===== config.mk =====
export PLATFORM = sky130hd
export DESIGN_NAME = uart_cmd_sequencer
export DESIGN_NICKNAME = d
export VERILOG_FILES = /design/src/rtl/uart_calc_pkg.sv /design/src/rtl/uart_ascii_classify.sv /design/src/rtl/uart_cmd_sequencer.sv
export SDC_FILE = /design/constraint.sdc
export NUM_CORES = 1
export LEC_CHECK = 0
export CORE_ASPECT_RATIO = 0.8
export CORE_UTILIZATION = 51
export DETAILED_ROUTE_END_ITERATION = 16
export GPL_TIMING_DRIVEN = 0
export PLACE_DENSITY = 0.77
export SLEW_MARGIN = 10
export SYNTH_ARGS = -nofsm -noshare
export SYNTH_HDL_FRONTEND = slang
export SYNTH_HIERARCHICAL = 1
export SYNTH_SLANG_ARGS = --single-unit
export TNS_END_PERCENT = 5

===== constraint.sdc =====
create_clock -name clk -period 3.3 [get_ports clk]
set_clock_uncertainty 0.05 [all_clocks]
set_input_delay 0.33 -clock clk [delete_from_list [all_inputs] [get_ports clk]]
set_output_delay 0.33 -clock clk [all_outputs]
set_load 0.05 [all_outputs]

===== src/rtl/uart_calc_pkg.sv =====
// Shared definitions for the UART calculator: sequencer states, opcodes and ASCII codes.
// The calculator core imports this package as well.
package uart_calc_pkg;

    typedef enum logic [1:0] {
        S_A     = 2'd0,
        S_B     = 2'd1,
        S_ISSUE = 2'd2
    } state_t;

    localparam logic [1:0] OP_ADD = 2'b00;
    localparam logic [1:0] OP_SUB = 2'b01;
    localparam logic [1:0] OP_MUL = 2'b10;
    localparam logic [1:0] OP_DIV = 2'b11;

    localparam logic [7:0] CH_0     = 8'h30;
    localparam logic [7:0] CH_9     = 8'h39;
    localparam logic [7:0] CH_PLUS  = 8'h2B;
    localparam logic [7:0] CH_MINUS = 8'h2D;
    localparam logic [7:0] CH_STAR  = 8'h2A;
    localparam logic [7:0] CH_SLASH = 8'h2F;
    localparam logic [7:0] CH_EQ    = 8'h3D;
    localparam logic [7:0] CH_CR    = 8'h0D;
    localparam logic [7:0] CH_UC    = 8'h43;
    localparam logic [7:0] CH_LC    = 8'h63;
    localparam logic [7:0] CH_SP    = 8'h20;

endpackage


===== src/rtl/uart_ascii_classify.sv =====
// Combinational byte classifier: sorts a received ASCII byte into the classes the
// sequencer acts on and decodes operator and digit values.
module uart_ascii_classify
    import uart_calc_pkg::*;
(
    input  logic [7:0] rx_data,
    output logic       is_digit,
    output logic       is_op,
    output logic       is_term,
    output logic       is_clear,
    output logic       is_space,
    output logic [1:0] op_code,
    output logic [3:0] digit
);

    always_comb begin
        is_op    = 1'b0;
        is_term  = 1'b0;
        is_clear = 1'b0;
        is_space = 1'b0;
        op_code  = OP_ADD;
        digit    = rx_data[3:0];
        is_digit = (rx_data >= CH_0) && (rx_data <= CH_9);
        case (rx_data)
            CH_PLUS:      begin is_op = 1'b1; op_code = OP_ADD; end
            CH_MINUS:     begin is_op = 1'b1; op_code = OP_SUB; end
            CH_STAR:      begin is_op = 1'b1; op_code = OP_MUL; end
            CH_SLASH:     begin is_op = 1'b1; op_code = OP_DIV; end
            CH_EQ, CH_CR: is_term  = 1'b1;
            CH_UC, CH_LC: is_clear = 1'b1;
            CH_SP:        is_space = 1'b1;
            default:      ;
        endcase
    end

endmodule


===== src/rtl/uart_cmd_sequencer.sv =====
// Parses "<A><op><B>=" from the UART byte stream into a calculator command and
// offers it to the core over valid/ready; flags malformed input and idle timeouts.
module uart_cmd_sequencer
    import uart_calc_pkg::*;
#(
    parameter int DIGITS_MAX  = 4,
    parameter int OPW         = 14,
    parameter int TIMEOUT_CYC = 100_000_000,
    parameter int TO_W        = 27
) (
    input  logic           clk,
    input  logic           reset,
    input  logic [7:0]     rx_data,
    input  logic           rx_valid,
    input  logic           cmd_ready,
    output logic [OPW-1:0] op_a,
    output logic [OPW-1:0] op_b,
    output logic [1:0]     opcode,
    output logic           cmd_valid,
    output logic           err,
    output logic           busy
);

    localparam int DW = $clog2(DIGITS_MAX + 1);

    state_t          state_q, state_d;
    logic [OPW-1:0]  op_a_q, op_a_d, op_b_q, op_b_d;
    logic [1:0]      opcode_q, opcode_d;
    logic [DW-1:0]   dcnt_q, dcnt_d;
    logic [TO_W-1:0] to_q, to_d;
    logic            err_q, err_d;

    logic            c_digit, c_op, c_term, c_clear, c_space;
    logic [1:0]      c_opcode;
    logic [3:0]      c_val;
    logic [OPW-1:0]  acc_src, acc_nxt;
    logic            clr, fault;

    uart_ascii_classify u_cls (
        .rx_data  (rx_data),
        .is_digit (c_digit),
        .is_op    (c_op),
        .is_term  (c_term),
        .is_clear (c_clear),
        .is_space (c_space),
        .op_code  (c_opcode),
        .digit    (c_val)
    );

    // x10 as shift-add; the digit-count limit keeps the result inside OPW bits
    assign acc_src = (state_q == S_B) ? op_b_q : op_a_q;
    assign acc_nxt = OPW'(({4'b0, acc_src} << 3) + ({4'b0, acc_src} << 1) + (OPW+4)'(c_val));

    assign busy = (state_q != S_A) || (dcnt_q != '0);

    always_comb begin
        state_d  = state_q;
        op_a_d   = op_a_q;
        op_b_d   = op_b_q;
        opcode_d = opcode_q;
        dcnt_d   = dcnt_q;
        to_d     = to_q;
        err_d    = 1'b0;
        clr      = 1'b0;
        fault    = 1'b0;

        if (rx_valid) begin
            to_d = '0;
            case (state_q)
                S_A, S_B: begin
                    if (c_digit) begin
                        if (dcnt_q < DW'(DIGITS_MAX)) begin
                            if (state_q == S_A) op_a_d = acc_nxt;
                            else                op_b_d = acc_nxt;
                            dcnt_d = dcnt_q + 1'b1;
                        end else begin
                            fault = 1'b1;
                        end
                    end else if (c_op && state_q == S_A && dcnt_q != '0) begin
                        opcode_d = c_opcode;
                        dcnt_d   = '0;
                        state_d  = S_B;
                    end else if (c_term && state_q == S_B && dcnt_q != '0) begin
                        state_d = S_ISSUE;
                    end else if (c_clear) begin
                        clr = 1'b1;
                    end else if (!c_space) begin
                        fault = 1'b1;
                    end
                end
                // pending command is frozen; stray bytes are only reported
                default: err_d = 1'b1;
            endcase
        end else if (state_q == S_ISSUE) begin
            if (cmd_ready) clr = 1'b1;
        end else if (busy) begin
            if (to_q == TO_W'(TIMEOUT_CYC - 1)) begin
                fault = 1'b1;
                to_d  = '0;
            end else begin
                to_d = to_q + 1'b1;
            end
        end

        if (clr || fault) begin
            op_a_d   = '0;
            op_b_d   = '0;
            opcode_d = OP_ADD;
            dcnt_d   = '0;
            state_d  = S_A;
        end
        if (fault) err_d = 1'b1;
    end

    always_ff @(posedge clk) begin
        if (reset) begin
            state_q  <= S_A;
            op_a_q   <= '0;
            op_b_q   <= '0;
            opcode_q <= OP_ADD;
            dcnt_q   <= '0;
            to_q     <= '0;
            err_q    <= 1'b0;
        end else begin
            state_q  <= state_d;
            op_a_q   <= op_a_d;
            op_b_q   <= op_b_d;
            opcode_q <= opcode_d;
            dcnt_q   <= dcnt_d;
            to_q     <= to_d;
            err_q    <= err_d;
        end
    end

    assign op_a      = op_a_q;
    assign op_b      = op_b_q;
    assign opcode    = opcode_q;
    assign cmd_valid = (state_q == S_ISSUE);
    assign err       = err_q;

endmodule

==> qor.txt, run 1 <==
Crit Path Class - register to register
Kind of start point of the critical path - register
Final worst slack - -0.0264 ns
Ys flop type - dfxtp_1
Async SR Flop Fraction - 0
Synth Warn # - 6
M2 GR Usage - 0.387
Final Hold Viols - 0
DRC - 0
Detailed Place HPWL - 7120 um
Max Slew Vio Count - 0
CTS tree - built
Setup violators final - 1
Most common cell after layout, fill and taps aside - dfxtp_1
Crit path largest cell delay - 0.49 ns
GRT overflow - 0
Post-synthesis cell count - 452
Hold WC Path Type - register to register
First-pass GRT wire length - 16100 um
# diodes - 0
Share of layout cells above drive strength 1 - 0.141
Area grow syn2layout - 24.2%
Failing checks - setup timing
H-tree Lvls - 3
Cell Chain, Critical Path - nand2b_4 > buf_8 > mux2_4 > fa_2 > fa_2 > a211o_1 > a211o_1 > a311oi_2 > a211oi_2 > a211oi_1
Worst vdd ir - 255 uV
Post-synth EDFFs - 0
Clock transition at path regs - 0.07 ns
Unrepaired setup endpoints after global routing - yes
Pin count of the biggest net entering global routing - 11
Pwr dens - 295 nW/um^2
Slowest CP cell - fa_2
Met3 Usage GRT - 0.0744
Unique masters post-synth - 55
Final ANT Viol Nets - 0
I/O Buffers - 44
Relative slew margins - 0.579
CP required - 3.52 ns
Crit. End Element - register
Die ar. - 7900 um^2
Routed WL per cell - 16.4 um
Hold slack - 0.422 ns
Clk_lat worst skew - 0.36 ns
Die H - 79.7 um
Drt pass-1 iters - 5
Via-to-Cell Ratio - 6.09
Status - complete, but fails checks
CP bufs+invs - 1
Vias in the first global route - 3353
Worst-path fanout max - 7
Flops & latches, synth - 63
Peak Freq - 301 MHz
IO Pins - 45
Nets@finish - 558
Total Routing Usage GR - 0.261
Core region area - 7090 um^2
Placed cell area - 4460 um^2
Max-Cap Viols - 0
CTS Root Buffer Type - clkbuf_8
Most frequent cells in the layout - dfxtp_1, nand2_1, clkdlybuf4s50_1, nor2_1, a21oi_1
Number of buffers created by CTS - 9
Post-CTS Hold Buffers - 0
Drt total wl - 10000 um
CP top delay family - compound AO/OA/AOI/OAI gates
Met1 Use GR - 0.356
Actual slew at the worst max-slew pin - 0.631 ns
Mean Syn Cell Area - 8.51 um^2
Design Area, Final - 4780 um^2
GP Congestion - 0.869
Longest Clk Path Bufs - 2
Starting Density - 0.542
Rows - 27
Mapped cell area - 3850 um^2
Initial antenna violation count - 0
Pleak - 1.77 nW
Period minus WS final - 3.33 ns
Synth Net Count - 491
Fin crit share - 1.01
Register area share after synthesis - 0.328
Die width - 99.1 um
Initial drt markers - 233
Busiest grt layer - met2
Worst Path Arrival - 3.54 ns
Num Clock Sinks - 63
DR vias - 3719
sequential cells by signal, summed over array words and instances, names as in the netlist:
| name | cells |
|---|---|
| err | 1 |
| opcode | 2 |
| op_b | 14 |
| op_a | 14 |
| dcnt_q | 3 |
| state_q | 2 |
| to_q | 27 |
power breakdown:
part	internal, mW	switching, mW	leakage [nW]
Sequential	0.760	0.000605	0.509
Clock	0.269	0.301	0.0801
Combinational	0.0334	0.0465	1.18
logic make-up (layout without fill, tap and decap cells):
kind of cell    Yosys count  after routing  synth area share
flops                    63             63             0.328
simple gates            198            198             0.280
mux                      21             21            0.0585
xor+xnor                 26             26            0.0592
buf+inv                  31            103            0.0361
compound gates           86             86             0.147
fa+ha+maj                27             27            0.0917
through the flow:
step           utilization  power, mW  instances  setup slack (ns)  setup TNS [ns]
2_1_floorplan            -      0.822        452           0.00292               0
3_3_place_gp         0.629      0.854        583            -0.288           -6.28
3_5_place_dp         0.629      0.856        583            -0.463          -10.49
4_1_cts              0.663       1.42        605           -0.0965          -0.295
5_1_grt              0.673       1.46        611            -0.115          -0.366
6_report             0.673       1.41        611           -0.0264         -0.0264
Yosys cell counts, types with 2 or more instances:
library cell	number	area (um^2)
a221oi_1	2	17.5
a211o_1	3	26.3
mux2i_1	9	90.1
nand3_1	19	95.1
a2111oi_0	2	17.5
inv_1	4	15.0
or3_1	11	68.8
nor2b_1	7	43.8
a211oi_1	8	60.1
nand2b_1	4	25.0
clkbuf_1	16	60.1
dfxtp_1	63	1260
fa_1	2	40.0
a21o_1	8	60.1
nor3_1	8	40.0
buf_2	6	30.0
a311oi_1	3	26.3
mux2_2	12	135
a311o_1	3	30.0
or4_1	2	15.0
o21a_1	3	22.5
nor2_1	40	150
o21ai_0	7	35.0
nand2_1	53	199
o311ai_0	2	17.5
nand4b_1	2	17.5
a21oi_1	33	165
xor2_1	6	52.6
nor4b_1	6	52.6
buf_4	4	30.0
and4_1	4	35.0
nand4_1	3	18.8
nor4bb_1	2	20.0
and3_1	3	18.8
xnor2_1	20	175
ha_1	25	313
and2_1	5	31.3
nor3b_1	13	97.6
a31oi_1	6	37.5
nor4_1	7	43.8
nor4_2	2	25.0
worst register-to-register path, stage by stage, from the launching register on:
cell,delay [ns]
dfxtp_4,0.37
nand2b_4,0.17
buf_8,0.14
mux2_4,0.31
fa_2,0.49
fa_2,0.37
a211o_1,0.30
a211o_1,0.37
a311oi_2,0.30
a211oi_2,0.13
a211oi_1,0.25
layer usage:
| layer | up-vias | part of all wire |
|---|---|---|
| li1 | 1780 | - |
| met1 | 1750 | 0.47 |
| met2 | 159 | 0.44 |
| met3 | 30 | 0.068 |
| met4 | 0 | 0.023 |
| met5 | - | 0 |
area by class of cell:
class | instances | area, um^2
buffer | 26 | 133
clock buffer | 12 | 135
clock inverter | 4 | 22.5
fill | 608 | 2320
inverter | 4 | 15.0
multi-input combinational | 358 | 2550
sequential | 63 | 1270
tap | 87 | 109
timing repair buffer | 57 | 551
worst paths after layout:
path	start	endpoint	slack (ns)	depth (start not counted)
hold / removal	op_b[3]	op_b[3]	0.42	2
setup / recovery	state_q[1]	op_a[12]	-0.03	10
hold reg to reg	op_b[3]	op_b[3]	0.42	2
setup reg to reg	state_q[1]	op_a[12]	-0.03	10
repair_timing:
item | 4_1_cts | 5_1_grt
pin swaps | 10 | 8
resized for setup | 7 | 12
endpoints found under the hold margin | 0 | 0
endpoints found under the setup margin | 25 | 21
cloned | 0 | 0
buffers inserted | 6 | 7
No activity file was read; power rests on OpenSTA's default activity.
==> run 2: changes to the inputs <==
- CTS_BUF_LIST: not set -> sky130_fd_sc_hd__clkbuf_16
- CTS_CLUSTER_SIZE: not set -> 10
==> run 2 against run 1 <==
Compared with the run above: the run still ends with setup timing left; critical path depth increased by 1; maximum frequency is 3.0% lower; die area did not move; sequential power barely moved; clock power rose by 45%; via count is 0.99% higher; largest power group is now clock; highest routed layer unchanged.
==> qor.txt, run 2 (synthesized netlist as in run 1, its figures left out) <==
Status - complete, but fails checks
Failing checks - setup timing
Die width - 99.1 um
Actual slew at the worst max-slew pin - 0.611 ns
Pin count of the biggest net entering global routing - 11
DR vias - 3756
CP top delay family - compound AO/OA/AOI/OAI gates
Die ar. - 7900 um^2
Die H - 79.7 um
Crit path largest cell delay - 0.49 ns
Largest reg by FF count - to_q
Via-to-Cell Ratio - 6.13
Hold slack - 0.424 ns
Starting Density - 0.542
Core region area - 7090 um^2
CP required - 3.49 ns
Most frequent cells in the layout - dfxtp_1, nand2_1, clkdlybuf4s50_1, nor2_1, a21oi_1
Number of buffers created by CTS - 9
Max-Cap Viols - 0
Final worst slack - -0.128 ns
Num Clock Sinks - 63
Pleak - 1.83 nW
Worst-path fanout max - 5
Hold WC Path Type - register to register
IO Pins - 45
Cell Chain, Critical Path - buf_6 > nand2b_4 > buf_8 > mux2_4 > fa_2 > fa_2 > a211o_1 > a211o_1 > a311oi_2 > a211oi_2 > a211oi_1
Share of layout cells above drive strength 1 - 0.144
Longest Clk Path Bufs - 2
Routed WL per cell - 16.7 um
DRC - 0
Peak Freq - 292 MHz
Relative slew margins - 0.593
Most common cell after layout, fill and taps aside - dfxtp_1
Slowest CP cell - fa_2
Drt total wl - 10200 um
Initial antenna violation count - 0
H-tree Lvls - 3
Nets@finish - 560
Detailed Place HPWL - 7120 um
Setup violators final - 6
Final TNS setup - -0.403 ns
Kind of start point of the critical path - register
Worst vdd ir - 181 uV
Crit Path Class - register to register
Area grow syn2layout - 27.3%
Final core utilization - 0.691
First-pass GRT wire length - 16200 um
Placed cell area - 4460 um^2
CTS Root Buffer Type - clkbuf_16
Max Slew Vio Count - 0
Unrepaired setup endpoints after global routing - yes
Total Routing Usage GR - 0.261
Final ANT Viol Nets - 0
Pwr dens - 342 nW/um^2
I/O Buffers - 44
Clk_lat worst skew - 0.33 ns
Crit. End Element - register
Rows - 27
GRT overflow - 0
Worst Path Arrival - 3.62 ns
Design Power - 1.67 mW
Initial drt markers - 262
Vias in the first global route - 3412
Design Area, Final - 4900 um^2
Fin crit share - 1.04
GP Congestion - 0.869
Drt pass-1 iters - 5
CP bufs+invs - 2
# diodes - 0
Period minus WS final - 3.43 ns
Max reg flops - 27
Final Hold Viols - 0
Clock transition at path regs - 0.05 ns
CTS tree - built
run 2: metrics by stage:
stage          setup WS, ns  std cells
6_report             -0.128        613
3_5_place_dp         -0.463        583
5_1_grt              -0.222        613
3_3_place_gp         -0.288        583
2_1_floorplan       0.00292        452
4_1_cts             -0.0962        602
run 2: tightest hold or removal path, delay by kind of cell, from the launching register on:
family,cells,cell delay [ns]
AND/OR/NAND/NOR,1,0.06
flip-flops,1,0.31
AO/OA/AOI/OAI,1,0.05
run 2: what timing repair did:
item	CTS	global route
resized for setup	7	9
hold buffers	0	0
pin swaps	8	7
setup endpoints to repair	26	26
cloned	0	0
endpoints found under the hold margin	0	0
setup buffers	3	11
run 2: worst paths after layout:
path / slack (ns) / cells after the start / end / start
max: -0.13 / 11 / op_a[12] / state_q[1]
min: 0.42 / 2 / op_b[3] / op_b[3]
max reg2reg: -0.13 / 11 / op_a[12] / state_q[1]
min reg2reg: 0.42 / 2 / op_b[3] / op_b[3]
run 2: layout make-up:
class,count,area [um^2]
plain buffers,27,141
clock buffers,9,225
clock inverters,7,33.8
fillers,584,2190
inverters,4,15.0
multi-input cells,358,2570
flip-flops and latches,63,1260
well taps,87,109
repair buffers,58,546
run 2: metal layers:
| metal | wire (um) | vias up | global-route usage |
|---|---|---|---|
| met1 | 4780 | 1791 | 0.358 |
| met2 | 4620 | 157 | 0.398 |
| met3 | 655 | 23 | 0.0595 |
| li1 | - | 1785 | - |
| met5 | 0 | - | 0 |
| met4 | 176 | 0 | 0.106 |
run 2: where the power goes:
part / leakage (nW) / switching [mW] / internal (mW)
sequential: 0.508 / 0.000638 / 0.762
combinational: 1.18 / 0.0476 / 0.0347
clock: 0.139 / 0.334 / 0.495
total: 1.83 / 0.382 / 1.29
